File: config.mk
export PLATFORM = sky130hd
export DESIGN_NAME = code_decoder_seq
export DESIGN_NICKNAME = d
export VERILOG_FILES = /design/src/rtl/code_decoder_pkg.sv /design/src/rtl/hold_timer.sv /design/src/rtl/code_decoder_seq.sv
export SDC_FILE = /design/constraint.sdc
export NUM_CORES = 1
export LEC_CHECK = 0
export BUFFER_PORTS_ARGS = -buffer_cell sky130_fd_sc_hd__buf_2
export CAP_MARGIN = 25
export CELL_PAD_IN_SITES_DETAIL_PLACEMENT = 0
export CELL_PAD_IN_SITES_GLOBAL_PLACEMENT = 1
export CORE_MARGIN = 10
export CORE_UTILIZATION = 30
export DETAILED_ROUTE_END_ITERATION = 7
export GPL_TIMING_DRIVEN = 0
export PLACE_DENSITY_LB_ADDON = 0.1
export SYNTH_ARGS = -nofsm -noshare
export SYNTH_HDL_FRONTEND = slang
export SYNTH_HIERARCHICAL = 1
export SYNTH_SLANG_ARGS = --single-unit
File: constraint.sdc
create_clock -name clk -period 3.6 [get_ports clk]
set_input_delay 0.72 -clock clk [delete_from_list [all_inputs] [get_ports clk]]
set_output_delay 0.72 -clock clk [all_outputs]
set_load 0.03 [all_outputs]
File: src/rtl/code_decoder_pkg.sv
// Shared types and helpers for the registered code-to-one-hot decoder.
package code_decoder_pkg;

  localparam int unsigned CodeW = 2;
  localparam int unsigned NOut  = 2 ** CodeW;

  typedef enum logic [1:0] {
    StIdle,
    StHold,
    StGap
  } dec_state_e;

  function automatic logic [NOut-1:0] onehot(input logic [CodeW-1:0] code);
    logic [NOut-1:0] res;
    res       = '0;
    res[code] = 1'b1;
    return res;
  endfunction

endpackage

File: src/rtl/hold_timer.sv
// Loadable down-counter; done flags a zero count. Saturates at zero.
module hold_timer #(
  parameter int unsigned W = 8
) (
  input  logic         clk,
  input  logic         rst,
  input  logic         load,
  input  logic         en,
  input  logic [W-1:0] value,
  output logic         done
);

  logic [W-1:0] cnt_q;

  always_ff @(posedge clk or posedge rst) begin
    if (rst) begin
      cnt_q <= '0;
    end else if (load) begin
      cnt_q <= value;
    end else if (en && (cnt_q != '0)) begin
      cnt_q <= cnt_q - W'(1);
    end
  end

  assign done = (cnt_q == '0);

endmodule

File: src/rtl/code_decoder_seq.sv
// Registered code-to-one-hot decoder with valid/ready input, programmable hold time,
// a one-cycle zero gap between patterns and a single pending slot.
module code_decoder_seq
  import code_decoder_pkg::*;
#(
  parameter int unsigned CODE_W = CodeW,
  parameter int unsigned HOLD   = 4,
  parameter int unsigned CNT_W  = 8
) (
  input  logic                   clk,
  input  logic                   rst,
  input  logic                   in_valid,
  output logic                   in_ready,
  input  logic [CODE_W-1:0]      in_code,
  output logic [2**CODE_W-1:0]   out_onehot,
  output logic                   out_valid,
  output logic                   busy,
  output logic [CNT_W-1:0]       dec_count
);

  localparam int unsigned N_OUT    = 2 ** CODE_W;
  localparam logic [7:0]  HoldLoad = 8'(HOLD - 1);

  dec_state_e        state_q;
  logic              pend_full_q;
  logic [CODE_W-1:0] pend_code_q;

  logic              accept;
  logic              timer_load;
  logic              timer_done;
  logic [CODE_W-1:0] load_code;
  logic [N_OUT-1:0]  load_pattern;

  assign in_ready = !pend_full_q;
  assign accept   = in_valid && in_ready;
  assign busy     = (state_q != StIdle) || pend_full_q;

  // In GAP a waiting pending code always wins; in_ready is low then, so no conflict.
  assign load_code = (state_q == StGap && pend_full_q) ? pend_code_q : in_code;

  if (CODE_W == CodeW) begin : g_pkg_dec
    assign load_pattern = onehot(load_code);
  end else begin : g_shift_dec
    assign load_pattern = N_OUT'(1) << load_code;
  end

  always_comb begin
    timer_load = 1'b0;
    unique case (state_q)
      StIdle:  timer_load = accept;
      StGap:   timer_load = pend_full_q || accept;
      default: timer_load = 1'b0;
    endcase
  end

  hold_timer #(
    .W (8)
  ) u_hold_timer (
    .clk   (clk),
    .rst   (rst),
    .load  (timer_load),
    .en    (state_q == StHold),
    .value (HoldLoad),
    .done  (timer_done)
  );

  always_ff @(posedge clk or posedge rst) begin
    if (rst) begin
      state_q     <= StIdle;
      pend_full_q <= 1'b0;
      pend_code_q <= '0;
      out_onehot  <= '0;
      out_valid   <= 1'b0;
      dec_count   <= '0;
    end else begin
      if (accept) begin
        dec_count <= dec_count + CNT_W'(1);
      end
      unique case (state_q)
        StIdle: begin
          if (accept) begin
            out_onehot <= load_pattern;
            out_valid  <= 1'b1;
            state_q    <= StHold;
          end
        end
        StHold: begin
          if (accept) begin
            pend_code_q <= in_code;
            pend_full_q <= 1'b1;
          end
          if (timer_done) begin
            out_onehot <= '0;
            out_valid  <= 1'b0;
            state_q    <= StGap;
          end
        end
        StGap: begin
          if (pend_full_q || accept) begin
            out_onehot  <= load_pattern;
            out_valid   <= 1'b1;
            pend_full_q <= 1'b0;
            state_q     <= StHold;
          end else begin
            state_q <= StIdle;
          end
        end
        default: begin
          out_onehot <= '0;
          out_valid  <= 1'b0;
          state_q    <= StIdle;
        end
      endcase
    end
  end

endmodule

==> qor.log, run 1 <==
qor: die.die_h 86.93 um
qor: final_layout.total_nets_final 167
qor: synthesis.synth_top_cells_by_area sky130_fd_sc_hd__dfrtp_1 (48%), sky130_fd_sc_hd__xnor2_1 (4.6%), sky130_fd_sc_hd__nand2_1 (3.6%)
qor: cts.clock_tree.htree_level_count 1
qor: setup_path.cp-startpoint u_hold_timer/cnt_q[0]
qor: final_layout.nFillCells 435
qor: synthesis.fraction_of_synthesis_flops_using_an_asynchronous_set_or_reset_pin 1.000
qor: final_layout.flow.area_growth_from_synthesis 18.90%
qor: setup_path.critPathRequiredTime 3760 ps
qor: cts.cts-buffers-inserted 3
qor: synthesis.synth_most_common_cell sky130_fd_sc_hd__dfrtp_1
qor: synthesis.synth_enable_flop_cells 0
qor: global_routing.grt_antenna_before_repair 0
qor: sta.final_hold_viol_count 0
qor: drt.drt-wirelength-per-cell 13.16 um
qor: die.design.core.area 4354 um^2
qor: cts.clock-root-buffer sky130_fd_sc_hd__clkbuf_8
qor: synthesis.synth_area_leader_cell sky130_fd_sc_hd__dfrtp_1
qor: synthesis.post_synth.cell_area_avg 10.42 um^2
qor: power_and_ir_drop.leakage 0.7260 nW
qor: final_layout.drive_above_1_share 0.2342
qor: cts.cts_setup_buffers 0
qor: final_layout.antennaDiodeCount 0
qor: die.io-pin-count 20
qor: setup_path.worst-path-max-fanout 5
qor: sta.setup_violations 0
qor: cts.clk_pin_slew 100 ps
qor: sta.fmax 442.6 MHz
qor: synthesis.synthesis.area 1344 um^2
qor: cts.cts-resized-gates 0
qor: power_and_ir_drop.cell_internal_pwr 0.7018 mW
qor: synthesis.synthCells 129
qor: cts.cts_num_sinks 26
qor: power_and_ir_drop.power.density 702.1 nW/um^2
qor: power_and_ir_drop.p_sw 0.4200 mW
qor: die.die_area 7556 um^2
qor: setup_path.timing.critical_path.from_type flip-flop
qor: drt.detail_route.drc_violations 0
qor: setup_path.timing.critical_path.to out_onehot[0]
qor: global_routing.via_count_of_the_first_global_routing_pass 1023
qor: placement.place_worst_setup_slack 998.8 ps
qor: cts.worst_case_clock_buffer_depth 2
qor: setup_path.worstSetupEndpointType flip-flop
qor: drt.detail_route.iter0.violations 38
qor: final_layout.layout.cells.non_filler 210
qor: sta.finalMaxSlewViolations 0
qor: synthesis.synth_cell_count_leaders sky130_fd_sc_hd__dfrtp_1 (26), sky130_fd_sc_hd__nand2_1 (13), sky130_fd_sc_hd__inv_1 (9), sky130_fd_sc_hd__xnor2_1 (7), sky130_fd_sc_hd__nor3_1 (6)
qor: setup_path.timing.critical_path.arrival 2420 ps
qor: cts.cts-hold-fix-buffers 0
qor: drt.via_per_inst 4.638
qor: synthesis.yosysWarnings 6
qor: job.number_of_maximum_capacitance_constraint_violations 0
qor: synthesis.synth.lib_cells_used.distinct 44
qor: synthesis.synthDominantCellAreaShare 0.4842
qor: setup_path.r2r_start u_hold_timer/cnt_q[0]
qor: setup_path.ff2ff_path_depth 7
qor: placement.final_wtd_congestion 0.7184
qor: sta.tightestPinTransition 775.2 ps
qor: die.dieWidth 86.93 um
qor: sta.grt_setup_unrepaired false
qor: global_routing.gr-usage-all-layers 0.07660
qor: cts.cts_tree built
qor: die.start_util 0.3086
qor: sta.final.setup.tns 0 ps
qor: power_and_ir_drop.p_clk_frac 0.219
qor: power_and_ir_drop.comb_power_share 0.353
qor: sta.slew-limit-headroom 0.4832
qor: synthesis.synth.yosys.seq_area_share 0.4842
qor: setup_path.r2r-end out_onehot[0]
qor: drt.number_of_detailed_routing_iterations_run_before_antenna_repair 4
qor: global_routing.grt_first_pass_wirelength 4781 um
qor: synthesis.ys.flop_type sky130_fd_sc_hd__dfrtp_1
qor: placement.number_of_placed_instances_taps_included 206
qor: placement.placedInstanceArea 1526 um^2
qor: setup_path.worstSetupPathType reg -> reg
qor: placement.post-dp-hpwl 2121 um
qor: sta.postLayoutSetupSlackWorst 1341 ps
qor: placement.numPortBuffers 19
qor: global_routing.grt_start_max_net_pins 19
qor: power_and_ir_drop.worst_ir_drop_vdd 0.3060 mV
qor: setup_path.reg2reg_slack 1340 ps
qor: sta.fin_skew 6.566 ps
qor: hold_path.min-delay-path-class in -> async
qor: drt.antenna_left 0
qor: die.std_cell_rows 24
qor: outcome.run_status finished clean
qor: sta.fin_crit_sh 0.6276
qor: synthesis.ys_seq_elements 26
qor: power_and_ir_drop.sw_frac_of_total 0.3744
qor: final_layout.final_design_area_no_fill 1598 um^2
qor: sta.timing.final.crit_period 2259 ps
qor: drt.detail_route.wirelength 2764 um
qor: drt.dr_total_vias 974
qor: global_routing.globalRoute.totalOverflow 0
qor: cts.worstSkewPairLatency 270 ps
qor: power_and_ir_drop.share_seq_of_total_power 0.427
[worst min-delay path by stage]
stage,to,slack [ps],start,cells after the start
floorplan,u_hold_timer/cnt_q[3],490,u_hold_timer/cnt_q[3],1
global placement,dec_count[7],450,dec_count[7],1
CTS,u_hold_timer/cnt_q[6],420,rst,2
finish,u_hold_timer/cnt_q[5],400,rst,2
detailed placement,dec_count[7],450,dec_count[7],1
global route,u_hold_timer/cnt_q[5],420,rst,2
[state kept, by name, indices dropped and copies added, names as in the netlist]
register            cells
pend_code_q             2
dec_count               8
out_valid               1
pend_full_q             1
out_onehot              4
state_q                 2
u_hold_timer/cnt_q      8
[metal layers]
layer | track usage | share of wire | up-vias
li1 | - | - | 509
met2 | 0.1312 | 0.48 | 11
met4 | 0.01767 | 0.0080 | 0
met1 | 0.08966 | 0.46 | 452
met3 | 0.02528 | 0.049 | 2
met5 | 0 | 0 | -
[critical path, stage by stage, from the launching register on]
cell and delay, ps:
sky130_fd_sc_hd__dfrtp_1 390, sky130_fd_sc_hd__inv_1 110, sky130_fd_sc_hd__ha_1 190, sky130_fd_sc_hd__or4b_4 500
sky130_fd_sc_hd__nor2_1 260, sky130_fd_sc_hd__a21oi_1 130, sky130_fd_sc_hd__o21a_4 230, sky130_fd_sc_hd__a221o_1 350
[power groups by stage]
stage          combinational (mW)  clock, mW  sequential [mW]
2_1_floorplan               0.239          0            0.540
3_3_place_gp                0.398          0            0.484
3_5_place_dp                0.401          0            0.485
4_1_cts                     0.404      0.253            0.480
5_1_grt                     0.444      0.266            0.498
6_report                    0.396      0.246            0.479
[area by class of cell]
class / count / area [um^2] / area share
Sequential cell: 26 / 650.6 / 0.4072
Timing Repair Buffer: 19 / 95.09 / 0.05951
Tap cell: 52 / 65.06 / 0.04072
Buffer: 2 / 15.01 / 0.009397
Inverter: 9 / 33.78 / 0.02114
Clock inverter: 1 / 30.03 / 0.01879
Multi-Input combinational cell: 98 / 666.9 / 0.4174
Clock buffer: 3 / 41.29 / 0.02584
[through the flow]
step	util	total power, mW	hold WS, ps
5_1_grt	0.3670	1.208	420.0
3_5_place_dp	0.3506	0.8867	454.8
3_3_place_gp	0.3506	0.8819	451.5
6_report	0.3670	1.122	403.3
2_1_floorplan	-	0.7785	491.9
4_1_cts	0.3670	1.137	416.6
[cells in the final DEF (no fill, tap or decap), types with 5 or more instances in the layout]
cell,count
sky130_fd_sc_hd__conb_1,8
sky130_fd_sc_hd__dfrtp_1,26
sky130_fd_sc_hd__xnor2_1,7
sky130_fd_sc_hd__nor3_1,6
sky130_fd_sc_hd__o21ai_0,5
sky130_fd_sc_hd__nand2_1,13
sky130_fd_sc_hd__buf_2,19
sky130_fd_sc_hd__nor2_1,5
sky130_fd_sc_hd__inv_1,9
[kinds of logic after synthesis]
family | Yosys count | synth area share
mux | 2 | 0.01676
other cells | 2 | 0.005589
compound gates | 25 | 0.1378
simple gates | 49 | 0.2198
buf+inv | 11 | 0.03631
flops | 26 | 0.4842
xor+xnor | 11 | 0.07169
fa+ha+maj | 3 | 0.02794
(Power assumes the default switching activity.)
==> inputs of run 2 (changes only) <==
Clock period 3.6 ns to 2 ns, I/O delays scaled along.
==> qor.log, run 2 (synthesized netlist as in run 1, its figures left out) <==
qor: final_layout.nFillCells 437 [was 435]
qor: global_routing.grt_antenna_before_repair 0 [unchanged]
qor: final_layout.layout_commonest_cell sky130_fd_sc_hd__dfrtp_1 [unchanged]
qor: setup_path.timing.critical_path.from_type flip-flop [unchanged]
qor: die.die_area 7556 um^2 [unchanged]
qor: global_routing.gr-usage-all-layers 0.08143 [was 0.07660]
qor: die.std_cell_rows 24 [unchanged]
qor: sta.fin_skew 2.444 ps [was 6.566 ps]
qor: cts.worst_case_clock_buffer_depth 2 [unchanged]
qor: setup_path.worstSetupPathType reg -> reg [unchanged]
qor: final_layout.flow.area_growth_from_synthesis 24.21% [was 18.90%]
qor: die.die_h 86.93 um [unchanged]
qor: placement.final_wtd_congestion 0.6915 [was 0.7184]
qor: setup_path.timing.critical_path.arrival 2110 ps [was 2420 ps]
qor: drt.antenna_left 0 [unchanged]
qor: setup_path.cp-startpoint u_hold_timer/cnt_q[1] [was u_hold_timer/cnt_q[0]]
qor: power_and_ir_drop.power.density 1227 nW/um^2 [was 702.1 nW/um^2]
qor: power_and_ir_drop.worst_ir_drop_vdd 0.4164 mV [was 0.3060 mV]
qor: setup_path.worstSetupEndpointType flip-flop [unchanged]
qor: drt.drt-wirelength-per-cell 13.17 um [was 13.16 um]
qor: die.design.core.area 4354 um^2 [unchanged]
qor: global_routing.via_count_of_the_first_global_routing_pass 1072 [was 1023]
qor: sta.finalMaxSlewViolations 0 [unchanged]
qor: drt.via_per_inst 4.668 [was 4.638]
qor: global_routing.grt_first_pass_wirelength 4899 um [was 4781 um]
qor: sta.final_hold_viol_count 0 [unchanged]
qor: sta.fin_worst_hold_slack 68.12 ps [was 403.3 ps]
qor: global_routing.grt_start_max_net_pins 19 [unchanged]
qor: cts.cts_num_sinks 26 [unchanged]
qor: cts.clk_pin_slew 90 ps [was 100 ps]
qor: job.number_of_maximum_capacitance_constraint_violations 0 [unchanged]
qor: drt.number_of_detailed_routing_iterations_run_before_antenna_repair 2 [was 4]
qor: global_routing.globalRoute.totalOverflow 0 [unchanged]
qor: final_layout.antennaDiodeCount 0 [unchanged]
qor: setup_path.critPathRequiredTime 2150 ps [was 3760 ps]
qor: drt.detail_route.wirelength 2857 um [was 2764 um]
qor: cts.cts_tree built [unchanged]
qor: outcome.run_status finished clean [unchanged]
qor: sta.grt_setup_unrepaired true [was false]
qor: setup_path.ff2ff_path_depth 7 [unchanged]
qor: drt.detail_route.iter0.violations 32 [was 38]
qor: final_layout.layout_common_cells sky130_fd_sc_hd__dfrtp_1 (26), sky130_fd_sc_hd__buf_2 (19), sky130_fd_sc_hd__nand2_1 (13), sky130_fd_sc_hd__conb_1 (8) [was sky130_fd_sc_hd__dfrtp_1 (26), sky130_fd_sc_hd__buf_2 (19), sky130_fd_sc_hd__nand2_1 (13), sky130_fd_sc_hd__inv_1 (9), sky130_fd_sc_hd__conb_1 (8)]
qor: die.start_util 0.3086 [unchanged]
qor: cts.cts-buffers-inserted 3 [unchanged]
qor: placement.post-dp-hpwl 2179 um [was 2121 um]
qor: placement.numPortBuffers 19 [unchanged]
qor: setup_path.worst-path-max-fanout 5 [unchanged]
qor: sta.setup_violations 0 [unchanged]
qor: power_and_ir_drop.leakage 0.7521 nW [was 0.7260 nW]
qor: sta.slew-limit-headroom 0.5243 [was 0.4832]
qor: final_layout.reg.largest.list dec_count (8), u_hold_timer/cnt_q (8), out_onehot (4) [unchanged]
qor: final_layout.drive_above_1_share 0.3030 [was 0.2342]
qor: sta.fin_crit_sh 0.9798 [was 0.6276]
qor: final_layout.postLayoutCoreUtil 0.3833 [was 0.3670]
qor: cts.worstSkewPairLatency 270 ps [about the same]
qor: final_layout.total_nets_final 174 [was 167]
qor: cts.clock_tree.htree_level_count 1 [unchanged]
qor: drt.dr_total_vias 1013 [was 974]
qor: die.io-pin-count 20 [unchanged]
qor: sta.fmax 510.3 MHz [was 442.6 MHz]
qor: setup_path.r2r_start u_hold_timer/cnt_q[1] [was u_hold_timer/cnt_q[0]]
qor: cts.clock-root-buffer sky130_fd_sc_hd__clkbuf_8 [unchanged]
qor: sta.timing.final.crit_period 1960 ps [was 2259 ps]
qor: die.dieWidth 86.93 um [unchanged]
qor: drt.detail_route.drc_violations 0 [unchanged]
qor: hold_path.min-delay-path-class in -> async [unchanged]
qor: sta.tightestPinTransition 712.7 ps [was 775.2 ps]
==> run 2: changes by cell type in the layout (fill, tap and decap cells not counted), sizes merged <==
cell | previous run | this run
buf | 20 | 27
bufinv | 1 | 0
clkbuf | 4 | 5
==> run 2: stage by stage <==
step	power, mW	std cells	instance area, um^2	setup WS (ps)	TNS, ps
3_3_place_gp	1.591	206	1529	-220.0	-1737
2_1_floorplan	1.404	135	1369	7.683	0
5_1_grt	2.227	217	1669	-29.92	-66.03
3_5_place_dp	1.609	206	1529	-295.1	-2297
4_1_cts	2.054	215	1647	3.633	0
6_report	2.047	217	1669	40.48	0
==> run 2: critical path: stages (launching register included) <==
cell and delay, ps:
sky130_fd_sc_hd__dfrtp_1 400, sky130_fd_sc_hd__inv_2 80, sky130_fd_sc_hd__ha_4 130, sky130_fd_sc_hd__or4b_4 480, sky130_fd_sc_hd__nor2_4 150, sky130_fd_sc_hd__a21oi_2 70
sky130_fd_sc_hd__o21a_4 220, sky130_fd_sc_hd__a221o_1 330
==> run 2: layout make-up <==
class                           instances  area (um^2)  area share
Tap cell                               52        65.06     0.03898
Inverter                                9        33.78     0.02024
Sequential cell                        26        650.6      0.3898
Timing Repair Buffer                   26        147.6     0.08846
Buffer                                  2        15.01    0.008996
Clock buffer                            4        55.05     0.03298
Multi-Input combinational cell         98        701.9      0.4205
==> run 2: routing by layer <==
layer,vias up,global-route usage,wire [um]
li1,517,-,-
met2,11,0.1499,1463
met3,4,0.01873,103
met5,-,0,0
met1,481,0.08535,1259
met4,0,0.03535,30
==> run 2: repair_timing <==
item,4_1_cts,5_1_grt
hold buffers,0,0
setup buffers,5,2
setup endpoints to repair,11,9
gates resized for setup,7,1
pin swaps,3,7
==> run 2: path summary, 6_finish.rpt <==
kind,end,slack [ps]
worst max-delay path,out_onehot[0],40
max in group asynchronous,dec_count[4],1310
min in group clk,pend_code_q[0],410
worst max register to register,out_onehot[0],40
worst min-delay path,u_hold_timer/cnt_q[4],70
worst min register to register,dec_count[7],470
==> run 2: where the power goes <==
| part | internal [mW] | switching (mW) | total, mW |
|---|---|---|---|
| Clock | 0.176 | 0.164 | 0.340 |
| Sequential | 0.700 | 0.171 | 0.871 |
| Combinational | 0.377 | 0.459 | 0.836 |
| Total | 1.25 | 0.794 | 2.05 |
==> inputs of run 3 (changes only) <==
Settings changed: CTS_BUF_LIST from default to sky130_fd_sc_hd__clkbuf_4.
==> qor.log, run 3 (synthesized netlist as in run 1, its figures left out) <==
qor: power_and_ir_drop.comb_power_share 0.444 [was 0.408]
qor: global_routing.globalRoute.totalOverflow 0 [unchanged]
qor: setup_path.worstSetupEndpointType flip-flop [unchanged]
qor: die.design.core.area 4354 um^2 [unchanged]
qor: power_and_ir_drop.share_seq_of_total_power 0.441 [was 0.425]
qor: final_layout.final_design_area_no_fill 1652 um^2 [was 1669 um^2]
qor: sta.finalMaxSlewViolations 0 [unchanged]
qor: power_and_ir_drop.leakage 0.7435 nW [was 0.7521 nW]
qor: sta.tightestPinTransition 715.7 ps [was 712.7 ps]
qor: cts.worstSkewPairLatency 310 ps [was 270 ps]
qor: die.die_area 7556 um^2 [unchanged]
qor: cts.clk_pin_slew 140 ps [was 90 ps]
qor: sta.setup_violations 0 [unchanged]
qor: cts.worst_case_clock_buffer_depth 2 [unchanged]
qor: power_and_ir_drop.power.density 1197 nW/um^2 [was 1227 nW/um^2]
qor: die.die_h 86.93 um [unchanged]
qor: power_and_ir_drop.cell_internal_pwr 1.176 mW [was 1.253 mW]
qor: drt.detail_route.drc_violations 0 [unchanged]
qor: drt.detail_route.iter0.violations 12 [was 32]
qor: sta.fin_skew 1.937 ps [was 2.444 ps]
qor: sta.fmax 505.0 MHz [was 510.3 MHz]
qor: sta.timing.final.crit_period 1980 ps [was 1960 ps]
qor: outcome.run_status finished clean [unchanged]
qor: cts.clock-root-buffer sky130_fd_sc_hd__clkbuf_4 [was sky130_fd_sc_hd__clkbuf_8]
qor: cts.cts_num_sinks 26 [unchanged]
qor: setup_path.worst-path-max-fanout 5 [unchanged]
qor: final_layout.layout_common_cells sky130_fd_sc_hd__dfrtp_1 (26), sky130_fd_sc_hd__buf_2 (19), sky130_fd_sc_hd__nand2_1 (13), sky130_fd_sc_hd__conb_1 (8) [unchanged]
qor: setup_path.critical-path-slowest-cell sky130_fd_sc_hd__or4b_4 [unchanged]
qor: setup_path.timing.critical_path.from_type flip-flop [unchanged]
qor: job.number_of_maximum_capacitance_constraint_violations 0 [unchanged]
qor: final_layout.layout_commonest_cell sky130_fd_sc_hd__dfrtp_1 [unchanged]
qor: drt.via_per_inst 4.659 [was 4.668]
qor: drt.drt-wirelength-per-cell 13.20 um [was 13.17 um]
qor: final_layout.drive_above_1_share 0.3030 [unchanged]
qor: placement.placedInstanceArea 1529 um^2 [unchanged]
qor: sta.grt_setup_unrepaired true [unchanged]
qor: sta.final_hold_viol_count 0 [unchanged]
qor: final_layout.antennaDiodeCount 0 [unchanged]
qor: die.std_cell_rows 24 [unchanged]
qor: power_and_ir_drop.sw_frac_of_total 0.4051 [was 0.3880]
qor: setup_path.r2r_start u_hold_timer/cnt_q[1] [unchanged]
qor: power_and_ir_drop.worst_ir_drop_vdd 0.4209 mV [was 0.4164 mV]
qor: placement.final_wtd_congestion 0.6915 [unchanged]
qor: setup_path.crit_path_cell_trace inv_2 > ha_4 > or4b_4 > nor2_4 > a21oi_2 > o21a_4 > a221o_1 [unchanged]
qor: drt.number_of_detailed_routing_iterations_run_before_antenna_repair 2 [unchanged]
qor: drt.dr_total_vias 1011 [was 1013]
qor: die.dieWidth 86.93 um [unchanged]
qor: setup_path.timing.critical_path.to out_onehot[0] [unchanged]
qor: die.start_util 0.3086 [unchanged]
qor: power_and_ir_drop.p_clk_frac 0.115 [was 0.166]
qor: sta.final.setup.tns 0 ps [unchanged]
qor: final_layout.reg.largest.list dec_count (8), u_hold_timer/cnt_q (8), out_onehot (4) [unchanged]
qor: power_and_ir_drop.p_sw 0.8005 mW [was 0.7943 mW]
qor: global_routing.via_count_of_the_first_global_routing_pass 1069 [was 1072]
qor: cts.cts_tree built [unchanged]
qor: setup_path.timing.critical_path.arrival 2190 ps [was 2110 ps]
qor: setup_path.ff2ff_path_depth 7 [unchanged]
qor: setup_path.worstSetupPathType reg -> reg [unchanged]
qor: die.io-pin-count 20 [unchanged]
qor: setup_path.reg2reg_slack 20 ps [was 40 ps]
qor: setup_path.crit_path_max_incr_delay 480 ps [about the same]
qor: final_layout.total_nets_final 174 [unchanged]
qor: placement.numPortBuffers 19 [unchanged]
qor: cts.clock_tree.htree_level_count 1 [unchanged]
qor: sta.slew-limit-headroom 0.5223 [was 0.5243]
qor: setup_path.r2r-end out_onehot[0] [unchanged]
qor: sta.fin_crit_sh 0.9902 [was 0.9798]
qor: drt.detail_route.wirelength 2865 um [was 2857 um]
qor: global_routing.grt_start_max_net_pins 19 [unchanged]
qor: hold_path.min-delay-path-class in -> async [unchanged]
qor: drt.antenna_left 0 [unchanged]
qor: cts.cts-buffers-inserted 3 [unchanged]
qor: setup_path.cp-startpoint u_hold_timer/cnt_q[1] [unchanged]
qor: final_layout.flow.area_growth_from_synthesis 22.90% [was 24.21%]
qor: global_routing.grt_first_pass_wirelength 4899 um [unchanged]
qor: global_routing.grt_antenna_before_repair 0 [unchanged]
qor: setup_path.critPathRequiredTime 2210 ps [was 2150 ps]
qor: placement.post-dp-hpwl 2179 um [unchanged]
qor: global_routing.gr-usage-all-layers 0.08143 [unchanged]
## run 3: power by group through the flow
stage | clock (mW) | combinational, mW | sequential [mW]
final | 0.228 | 0.878 | 0.871
after global routing | 0.272 | 0.982 | 0.899
after CTS | 0.249 | 0.820 | 0.869
after detailed placement | 0 | 0.732 | 0.876
after global placement | 0 | 0.722 | 0.870
after floorplan | 0 | 0.432 | 0.972
## run 3: metrics by stage
step / setup WS, ps / power [mW] / instances / util / hold WS, ps
3_5_place_dp: -295.1 / 1.609 / 206 / 0.3511 / 375.1
2_1_floorplan: 7.683 / 1.404 / 135 / - / 215.7
4_1_cts: 7.047 / 1.938 / 215 / 0.3716 / 2.126
3_3_place_gp: -220.0 / 1.591 / 206 / 0.3511 / 393.2
5_1_grt: -35.80 / 2.152 / 217 / 0.3793 / 11.78
6_report: 19.68 / 1.976 / 217 / 0.3793 / 7.221
## run 3: worst max-delay path: cells and delay by family, from the launching register on
family / cells / cell delay [ps]
AND/OR/NAND/NOR: 2 / 630
AO/OA/AOI/OAI: 3 / 620
flip-flops: 1 / 420
adder cells (fa/ha/maj): 1 / 130
buffers and inverters: 1 / 80
## run 3: layout make-up
cell class	count	area, um^2
inverters	9	33.78
multi-input cells	98	713.2
repair buffers	26	147.6
well taps	52	65.06
clock inverters	1	3.754
clock buffers	3	22.52
plain buffers	2	15.01
fillers	443	2703
flip-flops and latches	26	650.6
## run 3: worst min path at each step
stage / to / depth (start not counted) / slack (ps) / from
2_1_floorplan: u_hold_timer/cnt_q[0] / 1 / 220 / rst
3_3_place_gp: u_hold_timer/cnt_q[7] / 2 / 390 / rst
3_5_place_dp: u_hold_timer/cnt_q[7] / 2 / 380 / rst
4_1_cts: u_hold_timer/cnt_q[7] / 2 / 2 / rst
5_1_grt: u_hold_timer/cnt_q[7] / 2 / 10 / rst
6_report: u_hold_timer/cnt_q[7] / 2 / 7 / rst
## run 3: what timing repair did
| action | in CTS | in global routing |
|---|---|---|
| hold buffers | 0 | 0 |
| pin swaps | 4 | 6 |
| gates resized for setup | 7 | 3 |
| buffers inserted | 5 | 2 |
| endpoints found under the setup margin | 11 | 9 |
## run 3: per-layer routing
| layer | wire (um) | vias up | track usage |
|---|---|---|---|
| li1 | - | 521 | - |
| met1 | 1276 | 475 | 0.08535 |
| met2 | 1446 | 11 | 0.1499 |
| met3 | 107 | 4 | 0.01873 |
| met4 | 36 | 0 | 0.03535 |
| met5 | 0 | - | 0 |
